==> src/rtl/led_panel_receiver.sv <==
`default_nettype none
// ============================================================================
// Module   : led_panel_receiver
// Purpose  : Oversampling receiver for a two-colour LED scan interface; emits
//            each latched row as a one-cycle record with on-time and framing.
// Revision : 1.0 - initial release
// ============================================================================
module led_panel_receiver #(
    parameter int COLS        = 32,
    parameter int ROWS        = 16,
    parameter int SYNC_STAGES = 2,
    parameter int LIT_W       = 16
) (
    input  logic             clk,
    input  logic             rst,
    input  logic             red,
    input  logic             green,
    input  logic             step,
    input  logic             latch,
    input  logic [3:0]       addr,
    input  logic             output_enable,
    input  logic             clr_err,
    output logic             row_valid,
    output logic [3:0]       row_addr,
    output logic [COLS-1:0]  row_red,
    output logic [COLS-1:0]  row_green,
    output logic [LIT_W-1:0] row_lit,
    output logic             frame_start,
    output logic             err_count
);

    localparam int                 c_CNT_W    = $clog2(COLS + 2);
    localparam logic [c_CNT_W-1:0] c_CNT_FULL = c_CNT_W'(COLS);
    localparam logic [c_CNT_W-1:0] c_CNT_SAT  = c_CNT_W'(COLS + 1);
    localparam logic [LIT_W-1:0]   c_LIT_MAX  = {LIT_W{1'b1}};
    localparam logic [3:0]         c_LAST_ROW = 4'(ROWS - 1);

    // All lines share one synchroniser chain so they stay mutually aligned.
    logic [8:0]         r_sync [SYNC_STAGES];
    logic               r_step_q, r_latch_q;
    logic [COLS-1:0]    r_sr_red, r_sr_green;
    logic [c_CNT_W-1:0] r_bit_cnt;
    logic [LIT_W-1:0]   r_lit;
    logic [3:0]         r_prev_addr;
    logic               r_row_valid, r_frame_start, r_err;
    logic [3:0]         r_row_addr;
    logic [COLS-1:0]    r_row_red, r_row_green;
    logic [LIT_W-1:0]   r_row_lit;

    logic [8:0]         w_in, w_s;
    logic               w_s_red, w_s_green, w_s_step, w_s_latch, w_s_oe;
    logic [3:0]         w_s_addr;
    logic               w_step_rise, w_latch_rise;
    logic [COLS-1:0]    w_sr_red_nxt, w_sr_green_nxt;
    logic [c_CNT_W-1:0] w_cnt_nxt;

    assign w_in = {red, green, step, latch, addr, output_enable};
    assign w_s  = r_sync[SYNC_STAGES-1];
    assign {w_s_red, w_s_green, w_s_step, w_s_latch, w_s_addr, w_s_oe} = w_s;

    assign w_step_rise  = w_s_step & ~r_step_q;
    assign w_latch_rise = w_s_latch & ~r_latch_q;

    // A step coinciding with the latch is folded into the snapshot and count.
    assign w_sr_red_nxt   = w_step_rise ? {r_sr_red[COLS-2:0], w_s_red} : r_sr_red;
    assign w_sr_green_nxt = w_step_rise ? {r_sr_green[COLS-2:0], w_s_green} : r_sr_green;
    assign w_cnt_nxt      = (w_step_rise && r_bit_cnt != c_CNT_SAT) ? r_bit_cnt + 1'b1 : r_bit_cnt;

    always_ff @(posedge clk or posedge rst) begin
        if (rst) begin
            for (int i = 0; i < SYNC_STAGES; i++) r_sync[i] <= '0;
            r_step_q      <= 1'b0;
            r_latch_q     <= 1'b0;
            r_sr_red      <= '0;
            r_sr_green    <= '0;
            r_bit_cnt     <= '0;
            r_lit         <= '0;
            r_prev_addr   <= '0;
            r_row_valid   <= 1'b0;
            r_frame_start <= 1'b0;
            r_err         <= 1'b0;
            r_row_addr    <= '0;
            r_row_red     <= '0;
            r_row_green   <= '0;
            r_row_lit     <= '0;
        end else begin
            r_sync[0] <= w_in;
            for (int i = 1; i < SYNC_STAGES; i++) r_sync[i] <= r_sync[i-1];
            r_step_q      <= w_s_step;
            r_latch_q     <= w_s_latch;
            r_sr_red      <= w_sr_red_nxt;
            r_sr_green    <= w_sr_green_nxt;
            r_row_valid   <= 1'b0;
            r_frame_start <= 1'b0;

            if (w_latch_rise) begin
                r_row_valid   <= 1'b1;
                r_row_addr    <= w_s_addr;
                r_row_red     <= w_sr_red_nxt;
                r_row_green   <= w_sr_green_nxt;
                r_row_lit     <= r_lit;
                r_frame_start <= (w_s_addr == 4'd0) && (r_prev_addr == c_LAST_ROW);
                r_prev_addr   <= w_s_addr;
                r_bit_cnt     <= {{(c_CNT_W-1){1'b0}}, w_step_rise};
                r_lit         <= {{(LIT_W-1){1'b0}}, w_s_oe};
            end else begin
                r_bit_cnt <= w_cnt_nxt;
                if (w_s_oe && r_lit != c_LIT_MAX) r_lit <= r_lit + 1'b1;
            end

            // A latch error outranks a simultaneous clear.
            if (w_latch_rise && w_cnt_nxt != c_CNT_FULL) r_err <= 1'b1;
            else if (clr_err)                            r_err <= 1'b0;
        end
    end

    assign row_valid   = r_row_valid;
    assign row_addr    = r_row_addr;
    assign row_red     = r_row_red;
    assign row_green   = r_row_green;
    assign row_lit     = r_row_lit;
    assign frame_start = r_frame_start;
    assign err_count   = r_err;

endmodule
`default_nettype wire
==> config.mk <==
export PLATFORM = sky130hd
export DESIGN_NAME = led_panel_receiver
export DESIGN_NICKNAME = d
export VERILOG_FILES = /design/src/rtl/led_panel_receiver.sv
export SDC_FILE = /design/constraint.sdc
export NUM_CORES = 1
export LEC_CHECK = 0
export CORE_MARGIN = 3
export CORE_UTILIZATION = 60
export CTS_BUF_LIST = sky130_fd_sc_hd__clkbuf_8
export CTS_CLUSTER_DIAMETER = 200
export CTS_CLUSTER_SIZE = 28
export DETAILED_ROUTE_END_ITERATION = 8
export MAX_ROUTING_LAYER = met4
export PLACE_DENSITY = 0.87
export REMOVE_ABC_BUFFERS = 1
export SETUP_SLACK_MARGIN = 0.1
export SYNTH_ARGS = -nofsm -noshare
export SYNTH_HDL_FRONTEND = slang
export SYNTH_SLANG_ARGS = --single-unit
==> constraint.sdc <==
create_clock -name clk -period 9 [get_ports clk]
set_input_delay 1.35 -clock clk [delete_from_list [all_inputs] [get_ports clk]]
set_output_delay 1.35 -clock clk [all_outputs]
set_load 0.01 [all_outputs]
## After elaboration in Yosys (flattened, before gate mapping)

Index checks and enable logic that the tools add are counted.

- Add/sub/neg operators: 2
- Multipliers: 0
- Div/mod/pow operators: 0
- Magnitude comparators: 0
- Equality and inequality tests: 4
- Shifts and indexed selects: 0
- Mux-type cells: 10
- Bitwise gates (word level): 4
- Reductions and logical operators: 7

Operator list:

| cell | count |
|---|---|
| $mux 32 | 2 |
| $mux 16 | 2 |
| $add 16x1->16 const B | 1 |
| $ne 16x16->1 const B | 1 |
| $mux 6 | 2 |
| $ne 6x6->1 const B | 2 |
| $add 6x1->6 const B | 1 |
| $eq 4x4->1 const B | 1 |
| $logic_and 1x1->1 | 4 |
| $logic_not 4->1 | 1 |
| $mux 1 | 4 |
| $reduce_bool 2->1 | 2 |
| $and 1x1->1 | 2 |
| $not 1->1 | 2 |

- Register bits: 193
- Bits in latches: 0
- Bits in writable memories: 0
- Memory bits (read-only): 0
- Input bits: 12
- Output and inout port bits: 87
- Logic and storage cells: 42
- Memories kept: 0

## Depth between registers and ports, before layout

Gate-level depths: netlist of the first run.

- Depth in word-level cells: 7
- Mapped depth: 7
- Mapped depth without buffers: 6

## Least setup slack after synthesis of the first run

No wires, ideal clock.

- Path kind: reg2out
- Start point: register r_row_addr[3] (netlist: row_addr[3])
- End point: output port row_addr[3]
- Data arrival time: 0.394 ns
- Data required time: 7.650 ns
- Path slack: 7.256 ns
- Cell stages (with the launch flop): 1
- Buffers on the path: 0
- Cell sequence: dfrtp_1

RTL lines:

| element | line | text |
|---|---|---|
| start, declared | 46 | `logic [3:0] r_row_addr;` |
| start signal, assigned | 98 | `r_row_addr <= w_s_addr;` |
| end, declared | 24 | `output logic [3:0] row_addr,` |

No word-level cell between the ends.

## Final worst setup path of the first run

- Start point: register r_sync (netlist bit w_s[5])
- End point: register r_err (netlist: err_count)

- Cells in the longest elaborated chain, start to end: 3
- Elaborated cells between the ends (all ways): 4
- Those cells by class: mux: 1; bitwise: 1; reduce/logical: 2

Ends and longest elaborated chain:

| element | line | text |
|---|---|---|
| start, declared | 39 | `logic [8:0] r_sync [SYNC_STAGES];` |
| $and 1x1->1 (*) | 62 | `assign w_latch_rise = w_s_latch & ~r_latch_q;` |
| $logic_and 1x1->1 (*) | 112 | `if (w_latch_rise && w_cnt_nxt != c_CNT_FULL) r_err <= 1'b1;` |
| $mux 1 / $reduce_bool 2->1 (equally long branches) | - |  |
| end signal, assigned | 81 | `r_err <= 1'b0;` |
| end signal, assigned | 112 |  |
| end signal, assigned | 113 | `else if (clr_err) r_err <= 1'b0;` |
| end, declared | 45 | `logic r_row_valid, r_frame_start, r_err;` |

Every way passes the cells marked *; elsewhere a longest branch is shown, timed or not.
A chain may end at the register's enable or synchronous reset.

==> results of run 1 <==
worst reg2reg max path, cell delays in order (launching register included):
cell and delay [ns]:
dfrtp_1 0.42, nand2b_4 0.70, clkinv_2 0.90, buf_4 0.58, o41ai_1 0.14, o221ai_1 0.17
power by group through the flow:
stage	registers, mW	clock network [mW]	logic (mW)
global placement	1.08	0	0.340
finish	1.07	0.565	0.351
detailed placement	1.09	0	0.353
floorplan	1.10	0	0.163
CTS	1.07	0.575	0.357
global route	1.09	0.615	0.388
cells in the final DEF (no fill, tap or decap), types with 3 or more instances in the layout:
cell,count
a21oi_1,12
nand3_1,9
clkdlybuf4s50_1,98
nor2_1,9
dfrtp_1,193
nand2b_1,4
o21ai_0,11
nand4_1,6
ha_1,3
nor3_1,6
mux2_2,64
inv_1,5
nand2_1,261
or4_1,4
clkbuf_8,22
o211ai_1,3
or3_1,5
clkinv_2,5
o31ai_1,4
buf_4,3
path summary, 6_finish.rpt:
kind                                       from                  endpoint  slack (ns)
setup / recovery               w_s[5]$_DFF_PP0_     err_count$_DFFE_PP0P_        5.96
hold / removal             r_sync[14]$_DFF_PP0_          w_s[5]$_DFF_PP0_        0.35
setup reg to reg               w_s[5]$_DFF_PP0_     err_count$_DFFE_PP0P_        5.96
hold reg to reg            r_sync[14]$_DFF_PP0_          w_s[5]$_DFF_PP0_        0.35
max in group asynchronous                   rst          w_s[4]$_DFF_PP0_        6.09
min in group asynchronous                   rst  row_green[2]$_DFFE_PP0P_        1.41
cell families after synthesis:
logic type / count (synthesis)
mux: 66
fa+ha+maj: 3
simple gates: 321
flops: 193
buf+inv: 38
xor+xnor: 4
compound gates: 40
through the flow:
stage | total power [mW] | area (µm²) | hold WS [ns]
3_5_place_dp | 1.44 | 8530 | 0.336
6_report | 1.99 | 8940 | 0.353
3_3_place_gp | 1.42 | 8530 | 0.332
2_1_floorplan | 1.26 | 7300 | 0.331
4_1_cts | 2.01 | 8940 | 0.357
5_1_grt | 2.09 | 8940 | 0.361
metal layers:
layer,part of all wire,global-route usage
met5,0,-
met4,0.015,0.0749
met3,0.037,0.0427
met2,0.50,0.344
met1,0.45,0.301
layout make-up:
cell class	instances	share of cell area
tap	168	0.0235
clock inverter	10	0.0120
sequential	193	0.540
timing repair buffer	101	0.112
inverter	6	0.00350
clock buffer	22	0.0339
multi-input combinational	434	0.275
flip-flops by register name (all words and copies together) (netlist names), 4 cells and up:
| signal | cells |
|---|---|
| row_addr | 4 |
| row_green | 32 |
| r_bit_cnt | 6 |
| r_sync | 9 |
| r_lit | 16 |
| r_sr_red | 32 |
| r_sr_green | 32 |
| row_red | 32 |
| row_lit | 16 |
| w_s | 9 |
==> impl_metrics.yaml, run 1 <==
die:
  coreArea_um2: 12100
  die_h_um: 117
  die_area_um2: 13700
  start_util: 0.616
  io_pins: 99
  die_w_um: 117
  num_rows: 40
finish:
  syn_to_final_growth_pct: 20.5
  utilization: 0.742
  nets: 768
  fillCellCount: 819
  instances_no_fill: 934
  drive_gt1_frac: 0.142
  ff_latch_area_um2: 4830
  n_antenna_cell: 0
  multiInputGateArea_um2: 2460
worst_setup_path:
  critPathRequiredTime_ns: 9.31
  worst-setup-path-type: "reg -> reg"
  cp.arrival_ns: 3.36
  cpPeakStageDelay_ns: 0.83
  cp_num_cells: 5
  critPathCaptureType: "register"
  path_max_fanout: 96
  ff2ff_path_depth: 5
  critPathLaunchType: "register"
  crit_chain: "nand2b_4, clkinv_2, buf_4, o41ai_1, o221ai_1"
  crit_path_top_delay_cell: "clkinv_2"
  crit_family: "buffers and inverters"
  path_buf_inv: 2
power:
  p_per_area_nw_per_um2: 222
  intPower_mw: 1.47
  power_switching_mw: 0.522
  clockPowerShare: 0.284
  p_sw_frac: 0.263
  p_leak_nw: 4.37
  combPwrFrac: 0.177
  vdd_ir_drop_max_mv: 0.153
  p_seq_frac: 0.539
clock_network:
  cts_tree: "yes"
  postCtsHoldBufs: 0
  cts_resized: 0
  cts_buffers: 17
  postCtsSetupBuffers: 0
  clock_path_buffers: 2
  clk_pin_slew_ns: 0.08
  clock-sinks: 193
  htreeDepth: 4
  clock-root-buffer: "clkbuf_8"
  clk-insertion-delay-late_ns: 0.45
yosys:
  synth_area_leaders: "dfrtp_1 (65%), nand2_1 (13%), mux2_2 (9.7%)"
  synth_edf_count: 0
  synth_seq_cells: 193
  synth_compound_area_frac: 0.0366
  syn_inst: 665
  ys_top_cells_by_count: "nand2_1 (261), dfrtp_1 (193), mux2_2 (64)"
  synth_most_common_cell: "nand2_1"
  ys_seq_area_frac: 0.650
  yosys-mux-area-fraction: 0.0997
  ys_async_sr_fraction: 1.00
  synth.top_cell.area_share: 0.650
  yosys.area_share.simple: 0.183
  synth.distinct_cells: 46
  ys_warn_count: 0
  synth_xor_xnor_area_share: 0.00472
  yosysTopAreaCell: "dfrtp_1"
  synth_top_family_by_area: "simple AND/OR/NAND/NOR gates"
  synth_adder_area_share: 0.00505
  syn_avg_cell_area_um2: 11.2
  syn_area_um2: 7430
  ys.flop_type: "dfrtp_1"
timing:
  finalMaxSlewViolations: 0
  fin_crit_sh: 0.338
  hold_violations: 0
  clock_skew_ns: 0.00833
  finalSetupViolations: 0
  tightest_slew_ns: 1.04
  rsz0062_at_grt: "false"
  fmax_mhz: 329
  timing.final.crit_period_ns: 3.04
  finalSetupTns_ns: 0
  slew-limit-headroom: 0.304
  fin_ws_ns: 5.96
route:
  drcViolationCount: 0
  viasPerCell: 5.28
  drtIter0Drc: 351
  drt_pre_antenna_iters: 4
  wl_per_cell_um: 14.7
  vias: 4932
  wl_um: 13700
  ant_nets: 0
placed_design:
  gp_congestion: 0.830
  hpwl_um: 8700
  port-buffer-count: 98
  dp_slack_ns: 5.46
  dp_cells: 902
outcome:
  outcome: "complete, no violations"
global_route:
  grt_usage: 0.223
  overflow: 0
  grt_pass1_vias: 4862
  antenna_found_initial: 0
  grt_pass1_wl_um: 23300
  grt_max_degree: 109
hold_path:
  hold_depth: 0
  hp-class: "reg -> reg"
run:
  max-cap-violations: 0
Power figures use the tool's default switching activity.
==> run 2: changes to the inputs <==
- CORE_UTILIZATION: 60 -> 57
- PLACE_DENSITY: 0.87 -> 0.83
- clock period: 9 -> 3 ns (I/O delays scaled with it)
==> impl_metrics.yaml, run 2 (synthesized netlist as in run 1, its figures left out) <==
die:
  coreArea_um2: 12700
  die_h_um: 120
  num_rows: 41
  die_area_um2: 14400
  die_w_um: 120
  io_pins: 99
  start_util: 0.586
clock_network:
  clk_pin_slew_ns: 0.09
  cts_buffers: 17
  cts_tree: "yes"
  clock-sinks: 193
  postCtsSetupBuffers: 0
  clock_path_buffers: 2
  htreeDepth: 4
  cts_resized: 0
  postCtsHoldBufs: 0
  clock-root-buffer: "clkbuf_8"
  clk-insertion-delay-late_ns: 0.45
global_route:
  grt_pass1_wl_um: 24000
  grt_usage: 0.213
  grt_max_degree: 96
  overflow: 0
  antenna_found_initial: 0
  grt_pass1_vias: 5112
timing:
  fmax_mhz: 476
  tightest_slew_ns: 0.984
  slew-limit-headroom: 0.344
  finalSetupViolations: 0
  hold_violations: 0
  rsz0062_at_grt: "false"
  clock_skew_ns: 0.00705
  fin_ws_ns: 0.900
  timing.final.crit_period_ns: 2.10
  finalMaxSlewViolations: 0
  fin_crit_sh: 0.700
  finalSetupTns_ns: 0
  holdWs_ns: 0.354
placed_design:
  dp_slack_ns: 0.957
  hpwl_um: 9050
  dp_cells: 910
  gp_congestion: 0.851
  port-buffer-count: 98
worst_setup_path:
  worst-setup-path-type: "reg -> reg"
  critPathLaunchType: "register"
  regToRegSetupSlack_ns: 0.90
  critPathCaptureType: "register"
  ff2ff_path_depth: 5
  critPathRequiredTime_ns: 3.37
  path_max_fanout: 17
  cp.arrival_ns: 2.47
route:
  ant_nets: 0
  topRoutingLayerUsed: "met4"
  dr_wl_met3_um: 512
  drt_pre_antenna_iters: 6
  wl_per_cell_um: 14.9
  drcViolationCount: 0
  drtIter0Drc: 354
  met1_length_um: 6080
  viasPerCell: 5.29
  vias: 4986
  wl_met2_um: 7190
  wl_um: 14100
power:
  total_power_mw: 6.12
  vdd_ir_drop_max_mv: 0.459
  p_per_area_nw_per_um2: 677
  p_leak_nw: 4.43
finish:
  layout_common_cells: "nand2_1 (261), dfrtp_1 (193), clkdlybuf4s50_1 (98)"
  final_common_cell: "nand2_1"
  nets: 772
  n_antenna_cell: 0
  drive_gt1_frac: 0.145
  syn_to_final_growth_pct: 21.9
  instances_no_fill: 942
outcome:
  outcome: "complete, no violations"
run:
  max-cap-violations: 0
hold_path:
  hp-class: "reg -> reg"
  hold_depth: 0
run 2: changes by cell type in the layout (fill, tap and decap cells not counted):
cell / previous run / this run
inv_1: 5 / 6
buf_4: 3 / 4
bufinv_16: 2 / 5
clkbuf_8: 22 / 18
clkinv_2: 5 / 7
clkinv_4: 1 / 0
clkinvlp_4: 2 / 1
buf_12: 0 / 3
run 2: routing by layer:
layer | track usage | vias to the layer above
li1 | - | 2368
met1 | 0.267 | 2482
met2 | 0.351 | 109
met3 | 0.0368 | 27
met4 | 0.0859 | 0
met5 | - | -
run 2: through the flow:
step,util,instance area [µm²]
final,0.714,9050
after global routing,0.714,9050
after CTS,0.714,9050
after detailed placement,0.679,8610
after global placement,0.679,8610
after floorplan,-,7300
run 2: area by class of cell:
class / instances / area (µm²)
Tap cell: 172 / 215
Timing Repair Buffer: 105 / 1070
Clock inverter: 14 / 195
Fill cell: 894 / 3620
Clock buffer: 18 / 248
Inverter: 6 / 31.3
Multi-Input combinational cell: 434 / 2460
Sequential cell: 193 / 4830
run 2: power breakdown:
| part | total, mW | switching, mW | internal [mW] |
|---|---|---|---|
| registers | 3.22 | 0.226 | 2.99 |
| logic | 1.07 | 0.495 | 0.571 |
| clock network | 1.84 | 0.843 | 0.999 |
| total | 6.12 | 1.56 | 4.56 |
run 2: path summary, 6_finish.rpt:
path | from | end
min in group asynchronous | rst | row_green[22]$_DFFE_PP0P_
setup reg to reg | r_lit[0]$_DFFE_PP0P_ | r_lit[9]$_DFFE_PP0P_
hold / removal | r_sync[13]$_DFF_PP0_ | w_s[4]$_DFF_PP0_
max in group asynchronous | rst | row_red[26]$_DFFE_PP0P_
hold reg to reg | r_sync[13]$_DFF_PP0_ | w_s[4]$_DFF_PP0_
setup / recovery | r_lit[0]$_DFFE_PP0P_ | r_lit[9]$_DFFE_PP0P_
run 2: critical path: stages (launching register included):
cell	delay (ns)
dfrtp_1	0.44
ha_1	0.24
nand4_1	0.18
o41ai_4	0.78
o31ai_1	0.20
a21oi_1	0.18
==> run 3: changes to the inputs <==
- clock period: 3 -> 2 ns (I/O delays scaled with it)
==> impl_metrics.yaml, run 3 (synthesized netlist as in run 1, its figures left out) <==
outcome:
  outcome: "complete, no violations"
die:
  die_area_um2: 14400
  io_pins: 99
  num_rows: 41
  coreArea_um2: 12700
  die_h_um: 120
  die_w_um: 120
  start_util: 0.586
finish:
  syn_to_final_growth_pct: 23.2
  multiInputGateArea_um2: 2480
  nets: 784
  n_antenna_cell: 0
  instances_no_fill: 954
  final_common_cell: "nand2_1"
  drive_gt1_frac: 0.168
  layout_common_cells: "nand2_1 (261), dfrtp_1 (190), clkdlybuf4s50_1 (98)"
  ff_latch_area_um2: 4830
  fillCellCount: 897
timing:
  slew-limit-headroom: 0.704
  fin_crit_sh: 0.932
  holdWs_ns: 0.252
  tightest_slew_ns: 0.438
  rsz0062_at_grt: "true"
  hold_violations: 0
  finalSetupViolations: 0
  timing.final.crit_period_ns: 1.86
  finalMaxSlewViolations: 0
  finalSetupTns_ns: 0
  clock_skew_ns: 0.0134
  fmax_mhz: 536
worst_setup_path:
  critPathRequiredTime_ns: 2.38
  critPathLaunchType: "register"
  critPathCaptureType: "register"
  worst-setup-path-type: "reg -> reg"
  path_max_fanout: 7
  cp.arrival_ns: 2.25
power:
  p_per_area_nw_per_um2: 978
  total_power_mw: 8.95
  vdd_ir_drop_max_mv: 0.717
  p_leak_nw: 4.47
placed_design:
  gp_congestion: 0.853
  hpwl_um: 9250
  dp_cells: 917
  port-buffer-count: 98
clock_network:
  cts_buffers: 17
  clock-root-buffer: "clkbuf_8"
  clk_pin_slew_ns: 0.09
  htreeDepth: 4
  postCtsHoldBufs: 0
  clock-sinks: 193
  clk-insertion-delay-late_ns: 0.45
  clock_path_buffers: 2
  cts_tree: "yes"
global_route:
  overflow: 0
  antenna_found_initial: 0
  grt_usage: 0.217
  grt_pass1_vias: 5156
  grt_pass1_wl_um: 24600
  grt_max_degree: 96
route:
  drcViolationCount: 0
  viasPerCell: 5.30
  ant_nets: 0
  wl_met2_um: 7410
  topRoutingLayerUsed: "met4"
  wl_um: 14400
  drt_pre_antenna_iters: 5
  wl_per_cell_um: 15.1
  dr_wl_met3_um: 404
  met1_length_um: 6340
  drtIter0Drc: 392
  vias: 5052
run:
  max-cap-violations: 0
hold_path:
  hp-class: "in -> async"
==> run 3: cell types whose count changed in the layout (fill, tap and decap cells not counted), sizes merged <==
cell    delta
buf       +12
bufinv     -3
inv        +3
==> run 3: worst max-delay path, cell delays in order (launching register included) <==
cell and delay, ns:
dfrtp_2 0.44, ha_2 0.22, nand4_1 0.17, o41ai_4 0.12
buf_4 0.17, or4_4 0.52, a21oi_2 0.15
==> run 3: report_power, final <==
| group | internal (mW) | switching [mW] |
|---|---|---|
| registers | 4.49 | 0.340 |
| clock network | 1.14 | 1.32 |
| logic | 0.899 | 0.763 |
==> run 3: worst paths after layout <==
kind / startpoint / to / slack [ns] / cells after the start
setup / recovery: r_lit[0]$_DFFE_PP0P_ / r_lit[9]$_DFFE_PP0P_ / 0.14 / 6
hold reg to reg: r_sync[13]$_DFF_PP0_ / w_s[4]$_DFF_PP0_ / 0.36 / 0
setup reg to reg: r_lit[0]$_DFFE_PP0P_ / r_lit[9]$_DFFE_PP0P_ / 0.14 / 6
min in group clk: green / r_sync[16]$_DFF_PP0_ / 0.27 / 1
hold / removal: rst / row_lit[0]$_DFFE_PP0P_ / 0.25 / 2
max in group asynchronous: rst / row_green[17]$_DFFE_PP0P_ / 1.17 / 3
==> run 3: area by class of cell <==
cell class | instances | area share
well taps | 172 | 0.0235
clock buffers | 18 | 0.0271
multi-input cells | 434 | 0.271
inverters | 6 | 0.00342
clock inverters | 14 | 0.0155
repair buffers | 117 | 0.131
flip-flops and latches | 193 | 0.528
==> run 3: routing by layer <==
metal,GRT usage,up-vias
li1,-,2401
met1,0.286,2539
met2,0.346,93
met3,0.0353,19
met4,0.0795,0
met5,-,-
==> run 3: through the flow <==
step / worst slack [ns] / cell area, µm² / util
finish: 0.135 / 9150 / 0.722
global placement: 0.191 / 8700 / 0.686
CTS: 0.0889 / 9090 / 0.718
floorplan: -3.56 / 7300 / -
global route: 0.0848 / 9150 / 0.722
detailed placement: 0.0294 / 8700 / 0.686
==> run 3: repair_timing <==
item | in CTS | in global routing
setup endpoints to repair | 6 | 14
gates cloned | 0 | 0
pin swaps | 1 | 0
buffers inserted | 1 | 4
resized for setup | 0 | 8
